$ cat src/rtl/ook_demodulator.sv
// ook_demodulator
//   Recovers on-off-keyed data from a carrier that returns from the delay line.
//   The input is synchronized and its rising edges are timestamped with an
//   interval counter. Two consecutive rises spaced close to the expected carrier
//   period lock the receiver, and out is 1 while the receiver is locked. When no
//   edge arrives within the acceptance window, the receiver falls back to IDLE.
//
//   Build option: define OOK_DEMOD_PERIOD_CHECK_EN to enable the rise-to-rise
//   window check. Without it, any rise advances the lock and period_err stays 0.
//   The timeout is active in both builds.
//
// Ports
//   clk                    in   clock, rising edge
//   n_reset                in   synchronous active-low reset
//   in                     in   asynchronous OOK input
//   cycles_per_half_period in   H; the carrier half-period is H+1 clk cycles
//   out                    out  recovered data (1 while locked)
//   period_err             out  one-cycle pulse on an out-of-window carrier edge
//   last_period            out  most recent rise-to-rise interval in clk cycles
module ook_demodulator #(
    parameter int PERIOD_W = 16,
    parameter int TOL      = 2
) (
    input  logic                clk,
    input  logic                n_reset,
    input  logic                in,
    input  logic [PERIOD_W-1:0] cycles_per_half_period,
    output logic                out,
    output logic                period_err,
    output logic [PERIOD_W+1:0] last_period
);

    // Two extra bits hold 2*(H+1)+TOL without overflow, even at the maximum H.
    localparam int CW = PERIOD_W + 2;
    localparam logic [CW-1:0] TOL_C = CW'(TOL);

    typedef enum logic [1:0] {
        IDLE    = 2'd0,
        ACQUIRE = 2'd1,
        LOCKED  = 2'd2
    } state_t;

    state_t        state;
    logic          s1, s2, s3;
    logic [CW-1:0] ctr;
    logic [CW-1:0] p_exp;
    logic [CW-1:0] hi;
    logic          rise;
    logic          in_window;
    logic          timeout;

    assign rise    = s2 & ~s3;
    assign p_exp   = ({2'b00, cycles_per_half_period} + CW'(1)) << 1;
    assign hi      = p_exp + TOL_C;
    assign timeout = (ctr > hi);

`ifdef OOK_DEMOD_PERIOD_CHECK_EN
    logic [CW-1:0] lo;
    // Clamp the lower bound at 1 so that a small P_exp cannot wrap.
    assign lo        = (p_exp > TOL_C) ? (p_exp - TOL_C) : CW'(1);
    assign in_window = (ctr >= lo) && (ctr <= hi);
`else
    assign in_window = 1'b1;
`endif

    always_ff @(posedge clk) begin
        if (!n_reset) begin
            state       <= IDLE;
            s1          <= 1'b0;
            s2          <= 1'b0;
            s3          <= 1'b0;
            ctr         <= '0;
            last_period <= '0;
            out         <= 1'b0;
            period_err  <= 1'b0;
        end else begin
            s1         <= in;
            s2         <= s1;
            s3         <= s2;
            period_err <= 1'b0;

            // ctr holds the number of cycles since the last rise, so its
            // value on the next rise is the rise-to-rise interval.
            if (rise) begin
                ctr         <= CW'(1);
                last_period <= ctr;
            end else if (ctr != {CW{1'b1}}) begin
                ctr <= ctr + CW'(1);
            end

            // A rise takes priority over a timeout in the same cycle.
            case (state)
                IDLE: begin
                    if (rise) begin
                        state <= ACQUIRE;
                    end
                end
                ACQUIRE: begin
                    if (rise) begin
                        if (in_window) begin
                            state <= LOCKED;
                            out   <= 1'b1;
                        end else begin
                            period_err <= 1'b1;
                        end
                    end else if (timeout) begin
                        state <= IDLE;
                    end
                end
                LOCKED: begin
                    if (rise) begin
                        if (!in_window) begin
                            state      <= ACQUIRE;
                            out        <= 1'b0;
                            period_err <= 1'b1;
                        end
                    end else if (timeout) begin
                        state <= IDLE;
                        out   <= 1'b0;
                    end
                end
                default: begin
                    state <= IDLE;
                    out   <= 1'b0;
                end
            endcase
        end
    end

endmodule

$ cat config.mk
export PLATFORM = sky130hd
export DESIGN_NAME = ook_demodulator
export DESIGN_NICKNAME = d
export VERILOG_FILES = /design/src/rtl/ook_demodulator.sv
export SDC_FILE = /design/constraint.sdc
export NUM_CORES = 1
export LEC_CHECK = 0
export BUFFER_PORTS_ARGS = -buffer_cell sky130_fd_sc_hd__buf_4
export CAP_MARGIN = 20
export CORE_MARGIN = 2
export CORE_UTILIZATION = 54
export CTS_BUF_LIST = sky130_fd_sc_hd__clkbuf_8
export CTS_CLUSTER_DIAMETER = 30
export DETAILED_ROUTE_END_ITERATION = 6
export PLACE_DENSITY = 0.79
export SYNTH_ARGS = -nofsm -noshare
export SYNTH_HDL_FRONTEND = slang
export SYNTH_SLANG_ARGS = --single-unit
$ cat constraint.sdc
create_clock -name clk -period 3.8 [get_ports clk]
set_input_delay 0.57 -clock clk [delete_from_list [all_inputs] [get_ports clk]]
set_output_delay 0.57 -clock clk [all_outputs]
set_load 0.03 [all_outputs]
---- Word level (Yosys, flattened, before mapping) ----
Index checks and enable logic that the tools add are counted.
cells by class
  reduce and logical (&&, ||, !) cells .... 5
  multiply operators ...................... 0
  equal/unequal tests ..................... 7
  shift operators ......................... 0
  div/mod/pow operators ................... 0
  muxes and demuxes ....................... 11
  $add $sub $neg .......................... 3
  $lt $le $gt $ge ......................... 1
  bitwise operators ....................... 4
operator list
  kind                                                 count
  adder 18 x 1 -> 18 bit, second input constant        1
  adder 18 x 2 -> 18 bit, second input constant        1
  greater-than comparator 18 bit                       1
  inequality test 18 bit, second input constant        1
  adder 16 x 1 -> 17 bit, second input constant        1
  two-way mux 2 bit                                    4
  inequality test 2 bit, second input constant         4
  case mux 2 bit (3 select lines)                      1
  two-way mux 1 bit                                    5
  AND reduction 4 bit                                  1
  NOT 1 bit                                            3
  case mux 1 bit (3 select lines)                      1
  equality test 2 x 1 -> 1 bit, second input constant  1
  equality test 2 bit, second input constant           1
  zero test 2 bit                                      1
  AND reduction 2 bit                                  1
  nonzero test 2 bit                                   1
  OR reduction 2 bit                                   1
  bitwise AND 1 bit                                    1
word-level totals
  input bits .............................. 19
  bits in read-only memories .............. 0
  latch bits .............................. 0
  memory bits (writable) .................. 0
  register bits after elaboration ......... 42
  memories kept ........................... 0

---- Logic depth before layout (Yosys ltp) ----
  depth in word-level cells ............... 6
  gate-level depth with buffers ........... 16
  depth with buffers taken out ............ 15

---- Worst setup path after synthesis ----
No wires, ideal clock.
  kind .................................... input-to-reg
  from .................................... input cycles_per_half_period[1]
  to ...................................... register out
  data arrival time ....................... 3.556 ns
  path buffers ............................ 1
  setup time .............................. 0.086 ns
  data required time ...................... 3.714 ns
  stages .................................. 14
  setup slack ............................. 0.159 ns
  cells stage by stage .................... clkbuf_1 nand4_1 or4b_1 a31o_4 nor4_1 o21ai_0 xor2_1 ha_1 a21o_1 a21o_1 a221oi_1 o31ai_1 and3_1 a211oi_1
on the way
  word-level cells in the longest chain between the ends .. 5
RTL lines
  item                                    RTL line  RTL
  start: declaration                      27        input logic [PERIOD_W-1:0] cycles_per_half_period,
  adder 16 x 1 -> 17 bit                  53        assign p_exp = ({2'b00, cycles_per_half_period} + CW'(1)) << 1;
  adder 18 x 2 -> 18 bit                  54        assign hi = p_exp + TOL_C;
  greater-than comparator 18 bit          55        assign timeout = (ctr > hi);
  inequality test 2 bit (no source line)  -
  AND reduction 4 bit (no source line)    -
  end signal: assignment                  74        out <= 1'b0;
  end signal: assignment                  102       out <= 1'b1;
  end signal: assignment                  114       out <= 1'b0;
  end: declaration                        28        output logic out,
Every way passes these cells.
A chain may end at the register's enable or synchronous reset.

---- Final worst setup path ----
Ends and elaborated chain as after synthesis.

==> impl_metrics.py <==
metrics = {
    "synth": {
        "synth_seq_area_share": 0.294,
        "syn-cell-area_um2": 2860,
        "yosysWarnings": 0,
        "synth_edf_count": 0,
        "async_flop_share": 0,
        "syn_inst": 356,
        "ys.flop_type": "dfxtp_1",
        "synth-seq-cells": 42,
        "synth_nets": 395,
        "post_synth.cell_area_avg_um2": 8.02,
        "synth_cell_types": 52,
    },
    "job": {
        "maxCapViolations": 0,
    },
    "power_and_ir_drop": {
        "cellLeakagePower_nw": 1.33,
        "vdd_drop_max_mv": 0.186,
        "p_per_area_nw_per_um2": 277,
    },
    "layout": {
        "n_antenna_cell": 0,
        "drive_gt1_frac": 0.186,
        "layout_commonest_cell": "nand2_1",
        "n_fill_cell": 462,
        "layout_common_cells": "nand2_1, buf_4, dfxtp_1",
        "syn2layout_area_growth_pct": 19.6,
        "instances_no_fill": 474,
        "regArea_um2": 841,
        "final_cell_area_um2": 3420,
        "multi_input_comb_area_um2": 1920,
        "final_util": 0.669,
        "nets": 442,
    },
    "grt": {
        "grt_overflow": 0,
        "grt_pass1_wl_um": 10900,
        "grt.total_usage": 0.221,
        "antenna_found_initial": 0,
        "grt_max_degree": 28,
        "grt_pass1_vias": 2461,
    },
    "sta": {
        "worst_pin_slew_ps": 820,
        "drv_slew": 0,
        "rsz0062_at_grt": "false",
        "fin_crit_ps": 3560,
        "finalSetupTns_ps": 0,
        "max_freq_mhz": 281,
        "hold_violations": 0,
        "min_period_over_period": 0.936,
        "max_slew_margin": 0.454,
        "worst_slack_ps": 243,
        "fin_skew_ps": 6.46,
        "setup_viol": 0,
    },
    "floorplanning": {
        "fp.dieArea_um2": 5890,
        "io_pins": 39,
        "die_y_um": 76.7,
        "core-area_um2": 5110,
        "die_width_um": 76.7,
        "initial_core_util": 0.559,
        "rows": 26,
    },
    "min_path": {
        "hold-path-endpoint": "s2$_SDFF_PN0_",
        "min_from": "s1$_SDFF_PN0_",
        "hold_class": "flop to flop",
        "min_path_cells": 1,
    },
    "critical_path": {
        "required_ps": 4010,
        "regToRegEndpoint": "ctr[6]$_SDFFE_PP0P_",
        "cp-start-kind": "input port",
        "endpoint_kind": "flop",
        "rr_startpoint": "ctr[0]$_SDFFE_PN0P_",
        "crit_fanout": 10,
        "r2r_setup_slack_ps": 1660,
        "reg2reg_depth": 7,
        "critPathArrivalTime_ps": 3770,
        "critPathKind": "input port to flop",
    },
    "placement": {
        "dp_hpwl_um": 5030,
        "placedCellCount": 466,
        "routabilityCongestion": 0.865,
        "dpl_worst_slack_ps": -96.1,
        "portBuffers": 37,
        "placed_area_um2": 3300,
    },
    "clock_tree": {
        "clock-root-buffer": "clkbuf_8",
        "clk_path_buf_depth": 2,
        "cts_tree": "yes",
        "cts-buffers-inserted": 5,
        "clock_sinks": 42,
        "clk_latency_ps": 290,
        "path_clk_slew_ps": 80,
        "h-tree-depth": 2,
        "ctsHoldBuffers": 0,
    },
    "routing": {
        "drc": 0,
        "ant_nets": 0,
        "num_vias": 2697,
        "postRouteWirelength_um": 6460,
        "drt_pass1_iterations": 4,
        "drt_iter0_drc": 168,
        "wl_per_cell_um": 13.6,
        "via_per_inst": 5.69,
    },
    "run_status": {
        "status": "finished, final reports clean",
    },
}
final cells by class:
class                   instances  share of cell area
clock buffers                   5              0.0201
clock inverters                 3              0.0128
inverters                       6             0.00659
multi-input cells             291               0.563
flip-flops and latches         42               0.246
well taps                      70              0.0256
repair buffers                 57               0.125
critical path: stages:
cell and delay (ps):
buf_4 140, ha_1 180, nand3_1 110, or4_4 500
a31o_4 260, o311a_1 320, a2111oi_1 390, ha_1 320
and4_1 180, a221oi_1 260, o31ai_1 120, and3_1 210
a211oi_1 220
stage by stage:
stage / total power, mW / hold WS, ps
floorplan: 0.549 / 412
global placement: 0.600 / 418
detailed placement: 0.603 / 427
CTS: 0.952 / 449
global route: 0.980 / 468
finish: 0.948 / 447
flip-flops by register name (all words and copies together), names as in the netlist:
name	cells
ctr	18
last_period	18
s1	1
s3	1
out	1
state	2
s2	1
metal layers:
metal,global-route usage,vias up,wire length (µm)
met5,0,-,0
met4,0.102,0,203
met1,0.282,1252,3040
met3,0.0259,18,200
li1,-,1366,-
met2,0.371,61,3020
cells by family (layout without fill, tap and decap cells):
logic type / after synthesis / in the layout / synth area share
AND/OR/NAND/NOR: 168 / 168 / 0.305
AO/OA/AOI/OAI: 65 / 65 / 0.163
flip-flops: 42 / 42 / 0.294
XOR/XNOR: 35 / 35 / 0.107
buffers and inverters: 23 / 71 / 0.0333
adder cells (fa/ha/maj): 20 / 20 / 0.0876
multiplexers: 2 / 2 / 0.00701
other: 1 / 1 / 0.00131
synth_stat cells (2+ instances only):
cell / n / share of area
nand2_1: 59 / 0.078
dfxtp_1: 42 / 0.29
nor2_1: 28 / 0.037
xnor2_1: 21 / 0.064
a21boi_0: 20 / 0.053
ha_1: 20 / 0.088
xor2_1: 14 / 0.043
nand3_1: 13 / 0.023
a21oi_1: 12 / 0.021
clkbuf_1: 12 / 0.016
nor3_1: 11 / 0.019
nand4_1: 9 / 0.020
o21ai_0: 9 / 0.016
nor4_1: 7 / 0.015
and2_1: 6 / 0.013
inv_1: 6 / 0.0079
a211oi_1: 4 / 0.011
a21o_1: 4 / 0.011
and4_1: 4 / 0.012
nand3b_1: 4 / 0.011
nor4b_1: 4 / 0.012
buf_2: 3 / 0.0053
nand2b_1: 3 / 0.0066
nand4b_1: 3 / 0.0092
nor2b_1: 3 / 0.0066
o31ai_1: 3 / 0.0079
a41oi_1: 2 / 0.0061
and3_1: 2 / 0.0044
and3_2: 2 / 0.0053
mux2i_1: 2 / 0.0070
nor3b_1: 2 / 0.0053
or3_1: 2 / 0.0044
timing repair:
action,CTS,global route
resized for setup,0,3
endpoints found under the setup margin,0,2
buffers inserted,0,0
power by group:
part	internal, mW	switching (mW)	total (mW)
sequential	0.445	0.00538	0.450
combinational	0.0657	0.0780	0.144
clock	0.197	0.157	0.354
how the worst max path moves through the flow:
stage	from	slack (ps)	endpoint	cells after the start
2_1_floorplan	cycles_per_half_period[1]	160	out$_SDFFE_PN0P_	14
3_3_place_gp	cycles_per_half_period[0]	-80	out$_SDFFE_PN0P_	14
3_5_place_dp	cycles_per_half_period[0]	-100	out$_SDFFE_PN0P_	16
4_1_cts	cycles_per_half_period[0]	210	out$_SDFFE_PN0P_	16
5_1_grt	cycles_per_half_period[1]	2	out$_SDFFE_PN0P_	15
6_report	cycles_per_half_period[1]	240	out$_SDFFE_PN0P_	13
(Power assumes the default switching activity.)
